**config.mk**
```make
export PLATFORM = sky130hd
export DESIGN_NAME = alu_control_muldiv
export DESIGN_NICKNAME = d
export VERILOG_FILES = /design/src/rtl/alu_control_muldiv.sv
export SDC_FILE = /design/constraint.sdc
export NUM_CORES = 1
export LEC_CHECK = 0
export BUFFER_PORTS_ARGS = -buffer_cell sky130_fd_sc_hd__buf_2
export CELL_PAD_IN_SITES_DETAIL_PLACEMENT = 1
export CELL_PAD_IN_SITES_GLOBAL_PLACEMENT = 1
export CORE_ASPECT_RATIO = 0.6
export CORE_MARGIN = 2
export CORE_UTILIZATION = 39
export DETAILED_ROUTE_END_ITERATION = 10
export PLACE_DENSITY = 0.79
export REMOVE_ABC_BUFFERS = 1
export SLEW_MARGIN = 10
export SYNTH_ARGS = -nofsm -noshare
export SYNTH_HDL_FRONTEND = slang
export SYNTH_SLANG_ARGS = --single-unit
```
**constraint.sdc**
```tcl
create_clock -name clk -period 3.6 [get_ports clk]
set_clock_uncertainty 0.05 [all_clocks]
set_input_delay 0.36 -clock clk [delete_from_list [all_inputs] [get_ports clk]]
set_output_delay 0.36 -clock clk [all_outputs]
set_load 0.01 [all_outputs]
```
**src/rtl/alu_control_muldiv.sv**
```systemverilog
// ALU control decode (RV32I) plus an iterative RV32M multiply/divide sequencer.
// Define MULDIV_DIV_EN to build the restoring divider; without it, DIV/REM ops finish at once with result 0.
module alu_control_muldiv #(
    parameter int XLEN               = 32,
    parameter int MUL_BITS_PER_CYCLE = 1
) (
    input  logic            clk,
    input  logic            rst,
    input  logic [2:0]      ALUOp,
    input  logic [4:0]      funct,
    input  logic            in_valid,
    input  logic            flush,
    input  logic [XLEN-1:0] op_a,
    input  logic [XLEN-1:0] op_b,
    output logic [2:0]      ALUControl,
    output logic            sub,
    output logic            md_sel,
    output logic            md_busy,
    output logic            md_done,
    output logic [XLEN-1:0] md_result
);
    localparam int CW = $clog2(XLEN + 1);
    localparam int K  = MUL_BITS_PER_CYCLE;
    localparam logic [CW-1:0] N_MUL = CW'(XLEN / K);
    localparam logic [CW-1:0] ONE   = CW'(1);

    typedef enum logic [1:0] {
        IDLE = 2'd0,
        BUSY = 2'd1,
        DONE = 2'd2
    } state_t;

    state_t state, next_state;

    logic [CW-1:0]   cnt;
    logic [XLEN-1:0] a_reg;
    logic [XLEN-1:0] b_reg;      // doubles as the multiplier shift register
    logic [2:0]      f3_reg;
    logic [XLEN+1:0] hi;         // upper product half, two guard bits for signed sums
    logic [XLEN+1:0] hi_nxt;
    logic [XLEN+1:0] a_ext;
    logic [XLEN-1:0] lo_nxt;
    logic [XLEN-1:0] mul_res;
    logic [XLEN-1:0] div_res;
    logic [XLEN-1:0] result;
    logic            accept;
    logic            a_signed;
    logic            b_signed;

    function automatic logic [XLEN-1:0] cond_neg(input logic [XLEN-1:0] v, input logic neg);
        cond_neg = neg ? (~v + XLEN'(1)) : v;
    endfunction

    // ALUControl / sub / md_sel decode from main-control ALUOp and funct bits.
    always_comb begin
        ALUControl = 3'b000;
        sub        = 1'b0;
        md_sel     = 1'b0;
        case (ALUOp)
            3'b000, 3'b001: begin
                if ((ALUOp == 3'b000) && funct[4]) begin
                    md_sel = 1'b1;
                end else begin
                    case (funct[2:0])
                        3'b000:         sub = (ALUOp == 3'b000) ? funct[3] : 1'b0;
                        3'b001:         ALUControl = 3'b110;
                        3'b010, 3'b011: begin
                            ALUControl = 3'b001;
                            sub        = 1'b1;
                        end
                        3'b100:         ALUControl = 3'b100;
                        3'b101:         ALUControl = funct[3] ? 3'b101 : 3'b111;
                        3'b110:         ALUControl = 3'b011;
                        3'b111:         ALUControl = 3'b010;
                        default:        ALUControl = 3'b000;
                    endcase
                end
            end
            3'b100:  sub = 1'b1;
            default: sub = 1'b0;
        endcase
    end

    assign accept  = (state == IDLE) && in_valid && md_sel && !flush;
    assign md_busy = in_valid && md_sel && (state != DONE);

    // Sequencer state register.
    always_ff @(posedge clk) begin
        if (rst) begin
            state <= IDLE;
        end else begin
            state <= next_state;
        end
    end

    // Sequencer next-state logic; flush overrides every state.
    always_comb begin
        next_state = state;
        case (state)
            IDLE: begin
                if (accept) begin
`ifdef MULDIV_DIV_EN
                    next_state = BUSY;
`else
                    next_state = funct[2] ? DONE : BUSY;
`endif
                end else begin
                    next_state = IDLE;
                end
            end
            BUSY: begin
                if (cnt == ONE) begin
                    next_state = DONE;
                end else begin
                    next_state = BUSY;
                end
            end
            DONE:    next_state = IDLE;
            default: next_state = IDLE;
        endcase
        if (flush) begin
            next_state = IDLE;
        end else begin
            next_state = next_state;
        end
    end

    assign a_signed = (f3_reg == 3'b001) || (f3_reg == 3'b010);
    assign b_signed = (f3_reg == 3'b001);

    // Right-shifting multiplier; the sign bit of a signed multiplier carries negative weight.
    always_comb begin
        a_ext  = a_signed ? {{2{a_reg[XLEN-1]}}, a_reg} : {2'b00, a_reg};
        hi_nxt = hi;
        lo_nxt = b_reg;
        for (int j = 0; j < K; j++) begin
            if (lo_nxt[0]) begin
                if (b_signed && (cnt == ONE) && (j == K - 1)) begin
                    hi_nxt = hi_nxt - a_ext;
                end else begin
                    hi_nxt = hi_nxt + a_ext;
                end
            end else begin
                hi_nxt = hi_nxt;
            end
            lo_nxt = {hi_nxt[0], lo_nxt[XLEN-1:1]};
            hi_nxt = {hi_nxt[XLEN+1], hi_nxt[XLEN+1:1]};
        end
        mul_res = (f3_reg[1:0] == 2'b00) ? lo_nxt : hi_nxt[XLEN-1:0];
    end

`ifdef MULDIV_DIV_EN
    logic [XLEN-1:0] rem;
    logic [XLEN-1:0] quot;
    logic [XLEN-1:0] dvs;
    logic [XLEN-1:0] rem_nxt;
    logic [XLEN-1:0] quot_nxt;
    logic [XLEN:0]   r_sh;
    logic [XLEN:0]   diff;
    logic [XLEN-1:0] q_fix;
    logic [XLEN-1:0] r_fix;
    logic            neg_q;
    logic            neg_r;
    logic            div_zero;
    logic            div_ovf;
    logic            sgn_in;

    assign sgn_in = !funct[0];

    // Divider registers: magnitudes are divided, sign and special-case flags captured at accept.
    always_ff @(posedge clk) begin
        if (rst) begin
            rem      <= '0;
            quot     <= '0;
            dvs      <= '0;
            neg_q    <= 1'b0;
            neg_r    <= 1'b0;
            div_zero <= 1'b0;
            div_ovf  <= 1'b0;
        end else if (accept) begin
            rem      <= '0;
            quot     <= cond_neg(op_a, sgn_in && op_a[XLEN-1]);
            dvs      <= cond_neg(op_b, sgn_in && op_b[XLEN-1]);
            neg_q    <= sgn_in && (op_a[XLEN-1] ^ op_b[XLEN-1]);
            neg_r    <= sgn_in && op_a[XLEN-1];
            div_zero <= (op_b == '0);
            div_ovf  <= sgn_in && (op_a == {1'b1, {(XLEN-1){1'b0}}}) && (op_b == '1);
        end else if ((state == BUSY) && !flush) begin
            rem  <= rem_nxt;
            quot <= quot_nxt;
        end
    end

    // One restoring step, then the sign fix-up and special-case override for the final step.
    always_comb begin
        r_sh     = {rem, quot[XLEN-1]};
        diff     = r_sh - {1'b0, dvs};
        rem_nxt  = diff[XLEN] ? r_sh[XLEN-1:0] : diff[XLEN-1:0];
        quot_nxt = {quot[XLEN-2:0], ~diff[XLEN]};
        if (div_zero) begin
            q_fix = '1;
            r_fix = a_reg;
        end else if (div_ovf) begin
            q_fix = {1'b1, {(XLEN-1){1'b0}}};
            r_fix = '0;
        end else begin
            q_fix = cond_neg(quot_nxt, neg_q);
            r_fix = cond_neg(rem_nxt, neg_r);
        end
        div_res = f3_reg[1] ? r_fix : q_fix;
    end
`else
    assign div_res = '0;
`endif

    assign result = f3_reg[2] ? div_res : mul_res;

    // Operand capture, iteration count, multiplier state and the registered result/done pulse.
    always_ff @(posedge clk) begin
        if (rst) begin
            cnt       <= '0;
            a_reg     <= '0;
            b_reg     <= '0;
            f3_reg    <= 3'b000;
            hi        <= '0;
            md_result <= '0;
            md_done   <= 1'b0;
        end else begin
            md_done <= (next_state == DONE);
            if (accept) begin
                a_reg  <= op_a;
                b_reg  <= op_b;
                f3_reg <= funct[2:0];
                hi     <= '0;
                if (funct[2]) begin
`ifdef MULDIV_DIV_EN
                    cnt <= CW'(XLEN);
`else
                    cnt       <= '0;
                    md_result <= '0;
`endif
                end else begin
                    cnt <= N_MUL;
                end
            end else if ((state == BUSY) && !flush) begin
                cnt   <= cnt - ONE;
                hi    <= hi_nxt;
                b_reg <= lo_nxt;
                if (cnt == ONE) begin
                    md_result <= result;
                end
            end else if (flush) begin
                cnt <= '0;
            end
        end
    end

endmodule

```
Word-level counts from Yosys, hierarchy flattened --
Cells that the tools add are included.
Cells by class: reductions and logical operators 21, equality and inequality tests 16, $add $sub $neg 3, muxes and demuxes 30
Operator list (number):
- 32-bit two-way mux | 8
- 34-bit two-way mux | 3
- 34-bit adder | 1
- 34-bit subtractor | 1
- 6-bit two-way mux | 4
- 3-bit one-hot mux with 6 select lines | 1
- 3-bit == test (second input constant) | 5
- 2-bit two-way mux | 5
- 3-bit by 1-bit == test with 1-bit output (second input constant) | 3
- 3-bit by 2-bit == test with 1-bit output (second input constant) | 3
- 1-bit logical AND | 8
- 6-bit by 1-bit == test with 1-bit output (second input constant) | 1
- 3-bit logical NOT | 2
- 3-bit two-way mux | 2
- 2-bit OR reduction | 3
- 6-bit by 1-bit subtractor with 6-bit output (second input constant) | 1
- 2-bit logical NOT | 2
- 1-bit two-way mux | 4
- 2-bit inequality test (second input constant) | 2
- 1-bit one-hot mux with 2 select lines | 2
- 2-bit one-hot mux with 2 select lines | 1
- 2-bit nonzero test | 2
- 3-bit AND reduction | 1
- 3-bit nonzero test | 1
- other kinds (4) | 4
Word-level totals: bits of input ports 76, word-level logic and storage cells 78, register bits after elaboration 141, output and inout port bits 39

Logic depth before layout (Yosys ltp) --
Gate-level depths: netlist of the first run.
depth after elaboration 11, gate-level depth with buffers 20

Least setup slack after synthesis of the first run --
OpenSTA, ideal clock, no wires.
kind reg-to-reg, start register cnt[2], end register hi[27], arrival time 3725 ps, required time 3418 ps, stages on the path, launching flop included 17, period minus slack after synthesis 3907 ps, library setup time 132 ps, setup slack -307 ps, cell sequence dfxtp_1 > nor4_1 > nand2_1 > or3_1 > clkbuf_1 > clkbuf_1 > mux2i_1 > fa_1 > a21o_1 > a221o_1 > a21oi_2 > o21ai_1 > and2_1 > a211oi_2 > mux2i_1 > a211oi_1 > a21oi_1
On the way: word-level cells in the longest chain between the ends 4
Ends and longest elaborated chain:
- start, declared | RTL line 35 | logic [CW-1:0] cnt;
- start signal, assigned | RTL line 246 | cnt <= cnt - ONE;
- 6-bit by 1-bit == test with 1-bit output | RTL line 138 | if (b_signed && (cnt == ONE) && (j == K - 1)) begin
- 1-bit logical AND | RTL line 138
- 34-bit two-way mux | RTL line 138
- 34-bit two-way mux | RTL line 137 | if (lo_nxt[0]) begin
- end signal, assigned | RTL line 247 | hi <= hi_nxt;
- end, declared | RTL line 39 | logic [XLEN+1:0] hi;
No other way between the ends. A chain may end at the register's enable or synchronous reset.

Worst setup path in the final report of the first run --
start register a_reg[11], end register, netlist name hi[32]
On the way: word-level cells in the longest chain between the ends 4
Ends and longest elaborated chain:
- start, declared | RTL line 36 | logic [XLEN-1:0] a_reg;
- start signal, assigned | RTL line 231 | a_reg <= op_a;
- 34-bit two-way mux * | RTL line 133 | a_ext = a_signed ? {{2{a_reg[XLEN-1]}}, a_reg} : {2'b00, a_reg};
- 34-bit adder or 34-bit subtractor (tied branches) | RTL line 141, 139
- 34-bit two-way mux * | RTL line 138
- 34-bit two-way mux * | RTL line 137
Mark *: on every way between the ends. The rest lies on a longest branch, timed or not.

==> results.ini, run 1 <==
[outcome]
status=finished with violations
violations=setup timing

[clock_network]
hold_buffers=0
path_clk_slew_ns=0.07
clock_sinks=141
htreeDepth=4
cts_tree=yes
clock_latency_ns=0.45
numCtsBuffers=17
clock_path_buffers=2
cts_root_buf=clkbuf_16

[finish]
finalNetCount=1442
mostFrequentLayoutCells=180 x buf_4, 165 x nand2_1, 138 x dfxtp_1
drive_gt1_frac=0.376
synthToLayoutAreaGrowth_pct=45.2
insertedDiodeCount=0
fin_cells=1619
fin_area_um2=11900
regMostFlops=hi
largest_register_ffs=33
final_common_cell=buf_4
final_core_util=0.573

[sta]
drv_slew=0
grt_setup_unrepaired=true
layout_setup_ws_ns=-0.703
hold_violations=0
max_freq_mhz=232
finalSetupViolations=48
hold-worst-slack_ns=0.0992
fin_crit_sh=1.20
relSlewSlack=0.224
period_minus_slack_ns=4.30
worstMarginPinSlew_ns=1.16

[min_path]
hp-class=primary input to register
min_path_cells=3
min_from=op_a[4]
worstHoldEndpoint=a_reg[4]

[floorplanning]
die_w_um=191
dieHeight_um=116
die_area_um2=22300
start_util=0.394
coreArea_um2=20800
num_io_pins=115
num_rows=41

[routing]
wl_per_cell_um=23.0
routed_wl_um=37300
viasPerCell=5.89
route.detailed.drc=0
ant_nets=0
drt_iter0_drc=819
num_vias=9539
first_pass_iters=7

[logic_synthesis]
yosys-top-cells-area=dfxtp_1 34%, a21oi_1 9.5%, nand2_1 7.6%
synth_top_area_frac=0.344
synth_compound_gate_area_share=0.267
async_reset_ff_frac=0
synth.area.mux_share=0.0308
synth_top_family_by_area=compound AO/OA/AOI/OAI gates
yosys.area_share.simple=0.198
ys.flop_type=dfxtp_1
synth_edf_count=0
syn_area_per_cell_um2=7.75
synth_fa_ha_area_frac=0.0573
synth-seq-cells=141
syn_inst=1060
synth_top_area_cell=dfxtp_1
seq_area_frac_synth=0.344
yosysUniqueCellTypes=71
synth_xor_xnor_area_share=0.0629
yosys_warnings=0
netlist_area_um2=8220

[critical_path]
cp.required_ns=3.86
r2r-start=a_reg[11]
cp-start-kind=register
r2r-end=hi[32]
path_class=register to register
worstRegToRegCells=16
regToRegSetupSlack_ns=-0.70
path_max_fanout=4
end_kind=register
worst_setup_path_startpoint=a_reg[11]
crit_arrival_ns=4.56

[power]
switching_power_mw=1.39
p_per_area_nw_per_um2=389
switching_share=0.300
p_comb_frac=0.266
ir_drop_mv=0.334
intPower_mw=3.25
leakagePower_nw=4.84
clock_power_share=0.395
seq_power_share=0.339

[global_routing]
grt_first_pass_wirelength_um=51500
antenna_found_initial=0
track_usage=0.305
overflow=0
grt_pass1_vias=9035
grt_start_max_net_pins=92

[placement]
io_buffers=114
placed_area_um2=10100
place.gp.congestion=0.928
placedCellCount=1555
dp_hpwl_um=23100
dpl_worst_slack_ns=-0.593

[flow_run]
drv_cap=0

==> per-layer routing <==
layer  wire length [um]  GRT usage  vias to the layer above
met1              17300      0.450                     4700
met4                802     0.0626                        0
met3               2960     0.0592                       76
met2              16300      0.459                      431
met5                  0          0                        -
li1                   -          -                     4332
==> area by class of cell <==
cell class | instances | area, um^2
Multi-Input combinational cell | 842 | 5950
Fill cell | 2490 | 8900
Timing Repair Buffer | 315 | 2180
Sequential cell | 141 | 2830
Tap cell | 279 | 349
Inverter | 12 | 45.0
Clock buffer | 20 | 447
Clock inverter | 10 | 139
==> through the flow <==
step	TNS, ns	total power [mW]
6_report	-14.46	4.64
5_1_grt	-22.63	4.78
4_1_cts	-4.36	4.38
3_5_place_dp	-11.32	2.45
3_3_place_gp	-6.75	2.42
2_1_floorplan	-214.14	2.05
==> synth_stat cells (3+ instances only) <==
| master | instances |
|---|---|
| or2_2 | 4 |
| a21o_1 | 15 |
| a31oi_1 | 4 |
| nand4_1 | 6 |
| nor4_1 | 5 |
| mux2i_1 | 23 |
| a32oi_1 | 6 |
| a22oi_1 | 31 |
| nor2_1 | 97 |
| and2_1 | 4 |
| ha_1 | 36 |
| nand2b_1 | 5 |
| and4_1 | 3 |
| xnor2_1 | 32 |
| o21ai_0 | 66 |
| nor2b_1 | 9 |
| a221oi_1 | 3 |
| clkbuf_8 | 3 |
| o31ai_1 | 10 |
| o21a_1 | 5 |
| nor3_1 | 26 |
| a22o_1 | 4 |
| xor2_1 | 27 |
| o41ai_1 | 5 |
| dfxtp_1 | 141 |
| or3_1 | 7 |
| o211ai_1 | 9 |
| o21bai_1 | 4 |
| a21oi_1 | 156 |
| clkbuf_1 | 58 |
| nand2_1 | 167 |
| nand3_1 | 7 |
| a211oi_1 | 26 |
| inv_1 | 12 |
==> how the worst max path moves through the flow <==
| stage | to | slack (ns) | cells past startpoint |
|---|---|---|---|
| floorplan | b_reg[31] | -3.90 | 4 |
| global placement | md_result[29] | -0.43 | 16 |
| detailed placement | md_result[31] | -0.59 | 17 |
| CTS | hi[32] | -0.43 | 17 |
| global route | hi[32] | -0.82 | 16 |
| finish | hi[32] | -0.70 | 16 |
==> cells by family (layout without fill, tap and decap cells) <==
| logic type | count (synthesis) | in the layout |
|---|---|---|
| mux | 25 | 25 |
| xor+xnor | 59 | 59 |
| flops | 141 | 141 |
| compound gates | 361 | 361 |
| simple gates | 360 | 360 |
| fa+ha+maj | 37 | 37 |
| buf+inv | 77 | 357 |
==> power groups by stage <==
stage / clock network [mW] / logic [mW] / registers [mW]
finish: 1.83 / 1.23 / 1.57
global route: 1.92 / 1.28 / 1.57
CTS: 1.85 / 0.955 / 1.57
detailed placement: 0 / 0.840 / 1.61
global placement: 0 / 0.811 / 1.61
floorplan: 0 / 0.442 / 1.61
==> critical path: stages, from the launching register on <==
cell,delay (ns)
dfxtp_2,0.33
or4_4,0.56
nor4_4,0.19
nand2_2,0.12
or4_4,0.50
o41ai_4,0.29
xor2_1,0.16
ha_2,0.22
or3_4,0.38
or3_1,0.32
o21bai_1,0.20
and3_4,0.21
a221oi_2,0.06
xor2_1,0.19
nand3_1,0.13
xor2_1,0.18
nor2_1,0.06
==> timing repair <==
| item | CTS | global route |
|---|---|---|
| pin swaps | 49 | 40 |
| gates resized for setup | 93 | 123 |
| cloned | 0 | 0 |
| endpoints found under the setup margin | 48 | 53 |
| buffers inserted | 20 | 17 |
No activity file was read; power rests on OpenSTA's default activity.
==> inputs of run 2 (changes only) <==
MAX_ROUTING_LAYER = met4   (was unset)
==> results.ini, run 2 (same netlist as run 1, synthesis figures left out) <==
[sta]
grt_setup_unrepaired=true
finalSetupViolations=56
finalSetupTns_ns=-21.21
relSlewSlack=0.181
period_minus_slack_ns=4.44
layout_setup_ws_ns=-0.841
fin_crit_sh=1.23
max_freq_mhz=225
hold_violations=0
drv_slew=0
worstMarginPinSlew_ns=1.23

[finish]
finalNetCount=1460
insertedDiodeCount=0
fin_area_um2=12400
drive_gt1_frac=0.401
fin_cells=1638
fillers=2450
largest_register_ffs=33
mostFrequentLayoutCells=190 x buf_4, 163 x nand2_1, 139 x dfxtp_1
synthToLayoutAreaGrowth_pct=50.7
regMostFlops=hi
final_common_cell=buf_4

[routing]
routed_wl_um=40800
viasPerCell=6.10
route.detailed.drc=0
drt_iter0_drc=819
num_vias=9990
first_pass_iters=6
ant_nets=0
wl_per_cell_um=24.9

[clock_network]
clock_sinks=141
clock_path_buffers=2
htreeDepth=4
numCtsBuffers=17
hold_buffers=0
cts_tree=yes
clock_latency_ns=0.46
path_clk_slew_ns=0.06
cts_root_buf=clkbuf_16

[critical_path]
cp-start-kind=register
cp.required_ns=3.86
path_class=register to register
end_kind=register
path_max_fanout=6
crit_arrival_ns=4.71

[outcome]
status=finished with violations
violations=setup timing

[placement]
dpl_worst_slack_ns=-0.673
dp_hpwl_um=23600
placedCellCount=1552
placed_area_um2=10100
place.gp.congestion=0.919
io_buffers=114

[global_routing]
grt_first_pass_wirelength_um=53400
track_usage=0.324
overflow=0
grt_start_max_net_pins=92
grt_pass1_vias=9516
antenna_found_initial=0

[min_path]
hp-class=primary input to register

[flow_run]
drv_cap=0

[floorplanning]
coreArea_um2=20800
dieHeight_um=116
die_w_um=191
die_area_um2=22300
num_io_pins=115
num_rows=41
start_util=0.394

[power]
p_per_area_nw_per_um2=395
leakagePower_nw=5.03
ir_drop_mv=0.390

==> run 2: changes by cell type in the layout (fill, tap and decap cells not counted), moves of 5 or more <==
cell	previous run	this run
nor2_2	12	5
o21ai_1	18	23
o21ai_0	40	33
mux2i_2	3	10
mux2i_1	18	10
buf_4	180	190
buf_6	19	26
==> run 2: cell type report <==
cell class                      count  area, um^2  area share
Clock buffer                       19         443      0.0358
Sequential cell                   141        2830       0.228
Inverter                           12        45.0     0.00364
Clock inverter                     12         159      0.0128
Tap cell                          279         349      0.0282
Timing Repair Buffer              333        2350       0.190
Multi-Input combinational cell    842        6210       0.502
==> run 2: metal layers <==
metal | vias up | wire (um) | track usage
met5 | - | 0 | -
met4 | 0 | 1290 | 0.0785
met3 | 134 | 3490 | 0.0709
met2 | 588 | 18000 | 0.479
met1 | 4896 | 18000 | 0.449
li1 | 4372 | - | -
==> run 2: repair_timing <==
action,in CTS,in global routing
setup buffers,26,35
setup endpoints to repair,50,56
gates resized for setup,119,150
pin swaps,61,87
==> run 2: worst max-delay path: stages, from the launching register on <==
cell and delay (ns):
dfxtp_2 0.33, nor4_2 0.28, nand2_1 0.14, buf_6 0.15
nor3_4 0.17, buf_6 0.17, buf_12 0.11, a21oi_4 0.03
xnor2_2 0.24, ha_4 0.25, buf_6 0.12, o21a_1 0.16
o211ai_1 0.35, a31oi_4 0.10, o211ai_1 0.43, buf_4 0.20
and2_4 0.18, o221ai_2 0.10, xor2_1 0.16, mux2i_1 0.26
buf_4 0.22, a21oi_1 0.08
==> run 2: power by group <==
group / internal (mW) / switching [mW]
Sequential: 1.57 / 0.00724
Combinational: 0.693 / 0.752
Clock: 1.11 / 0.766
==> run 2: worst paths after layout <==
path | startpoint | to | slack, ns | cells after the start
setup / recovery | cnt[5] | hi[30] | -0.84 | 21
hold / removal | op_a[21] | a_reg[21] | 0.09 | 3
setup reg to reg | cnt[5] | hi[30] | -0.84 | 21
hold reg to reg | md_result[21] | md_result[21] | 0.39 | 2
==> run 2: metrics by stage <==
stage	utilization	hold slack, ns	power (mW)
after detailed placement	0.486	0.385	2.44
after global routing	0.594	0.101	5.02
after floorplan	-	0.379	2.05
after CTS	0.547	0.0909	4.49
final	0.594	0.0939	4.89
after global placement	0.486	0.378	2.42
==> inputs of run 3 (changes only) <==
SETUP_SLACK_MARGIN = 0.4   (was unset)
==> results.ini, run 3 (same netlist as run 1, synthesis figures left out) <==
[power]
leakagePower_nw=5.03
finalPower_mw=4.90
p_per_area_nw_per_um2=395
ir_drop_mv=0.357

[sta]
layout_setup_ws_ns=-0.713
worstMarginPinSlew_ns=1.15
period_minus_slack_ns=4.31
relSlewSlack=0.231
max_freq_mhz=232
drv_slew=0
fin_crit_sh=1.20
grt_setup_unrepaired=true
finalSetupViolations=55
hold_violations=0

[finish]
final_common_cell=buf_4
final_core_util=0.597
synthToLayoutAreaGrowth_pct=51.2
insertedDiodeCount=0
finalNetCount=1464
regMostFlops=hi
drive_gt1_frac=0.412
largest_register_ffs=33
mostFrequentLayoutCells=190 x buf_4, 162 x nand2_1, 138 x dfxtp_1
fillers=2429

[routing]
routed_wl_um=43400
num_vias=10400
first_pass_iters=5
ant_nets=0
highest_layer=met4
route.detailed.drc=0
drt_iter0_drc=1154
route.met3.wl_um=4210
m1WireLength_um=18300
viasPerCell=6.32
wl_met2_um=18700
wl_per_cell_um=26.4

[global_routing]
track_usage=0.338
grt_first_pass_wirelength_um=55300
overflow=0
antenna_found_initial=0
grt_pass1_vias=9771
grt_start_max_net_pins=92

[clock_network]
cts_tree=yes
clock_latency_ns=0.45
path_clk_slew_ns=0.06
clock_path_buffers=2
numCtsBuffers=17
htreeDepth=4
cts_root_buf=clkbuf_16
clock_sinks=141

[critical_path]
path_class=register to register
crit_arrival_ns=4.60
end_kind=register
cp.required_ns=3.89
r2r-end=md_result[15]
path_max_fanout=5
worstRegToRegCells=17
regToRegSetupSlack_ns=-0.71
cp-start-kind=register
r2r-start=cnt[4]

[floorplanning]
num_rows=41
die_area_um2=22300
start_util=0.394
num_io_pins=115
die_w_um=191
dieHeight_um=116
coreArea_um2=20800

[placement]
place.gp.congestion=0.919
io_buffers=114
dp_hpwl_um=23600

[min_path]
min_path_cells=3
worstHoldEndpoint=a_reg[21]
min_from=op_a[21]
hp-class=primary input to register

[flow_run]
drv_cap=0

[outcome]
status=finished with violations
violations=setup timing

run 3: changes by cell type in the layout (fill, tap and decap cells not counted), sizes merged:
cell,previous run,this run
buf,333,337
run 3: worst max path at each step:
stage | start | end | depth (start not counted)
final | cnt[4] | md_result[15] | 17
after global placement | a_reg[18] | md_result[29] | 15
after detailed placement | a_reg[6] | md_result[29] | 16
after floorplan | flush | b_reg[31] | 4
after global routing | a_reg[11] | md_result[29] | 16
after CTS | a_reg[11] | hi[32] | 16
run 3: final cells by class:
class | count | area (um^2) | area share
multi-input cells | 842 | 6220 | 0.501
flip-flops and latches | 141 | 2830 | 0.227
repair buffers | 337 | 2380 | 0.191
clock buffers | 19 | 443 | 0.0356
well taps | 279 | 349 | 0.0281
clock inverters | 12 | 159 | 0.0128
inverters | 12 | 45.0 | 0.00363
run 3: layer usage:
layer  track usage  vias up
li1              -     4377
met1         0.451     4998
met2         0.509      774
met3        0.0769      234
met4         0.107        0
met5             -        -
run 3: timing repair:
| action | 4_1_cts | 5_1_grt |
|---|---|---|
| pin swaps | 77 | 70 |
| hold buffers | 0 | 0 |
| buffers inserted | 32 | 27 |
| hold endpoints to repair | 0 | 0 |
| setup endpoints to repair | 57 | 61 |
| resized for setup | 154 | 125 |
run 3: metrics by stage:
step	hold slack [ns]	instances	TNS [ns]	worst slack [ns]	area, um^2
4_1_cts	0.0909	1615	-7.54	-0.461	11600
3_3_place_gp	0.378	1552	-8.03	-0.578	10100
5_1_grt	0.108	1642	-27.59	-0.767	12400
2_1_floorplan	0.379	995	-214.14	-3.90	7930
6_report	0.104	1642	-24.74	-0.713	12400
3_5_place_dp	0.385	1552	-13.44	-0.673	10100
run 3: critical path: stages, from the launching register on:
cell and delay (ns):
dfxtp_2 0.33, nor4_2 0.29, nand2_1 0.16, or3_4 0.40, buf_6 0.15, mux2i_4 0.21
fa_2 0.42, a21o_1 0.22, a221o_1 0.39, buf_4 0.17, buf_6 0.12, a2111oi_4 0.33
or3_4 0.21, o21ai_2 0.06, xor2_1 0.17, mux2i_1 0.21, a21oi_1 0.13, a21o_1 0.20
run 3: where the power goes:
| part | switching, mW | internal [mW] |
|---|---|---|
| sequential | 0.00734 | 1.57 |
| clock | 0.760 | 1.11 |
| combinational | 0.783 | 0.676 |
| total | 1.55 | 3.35 |
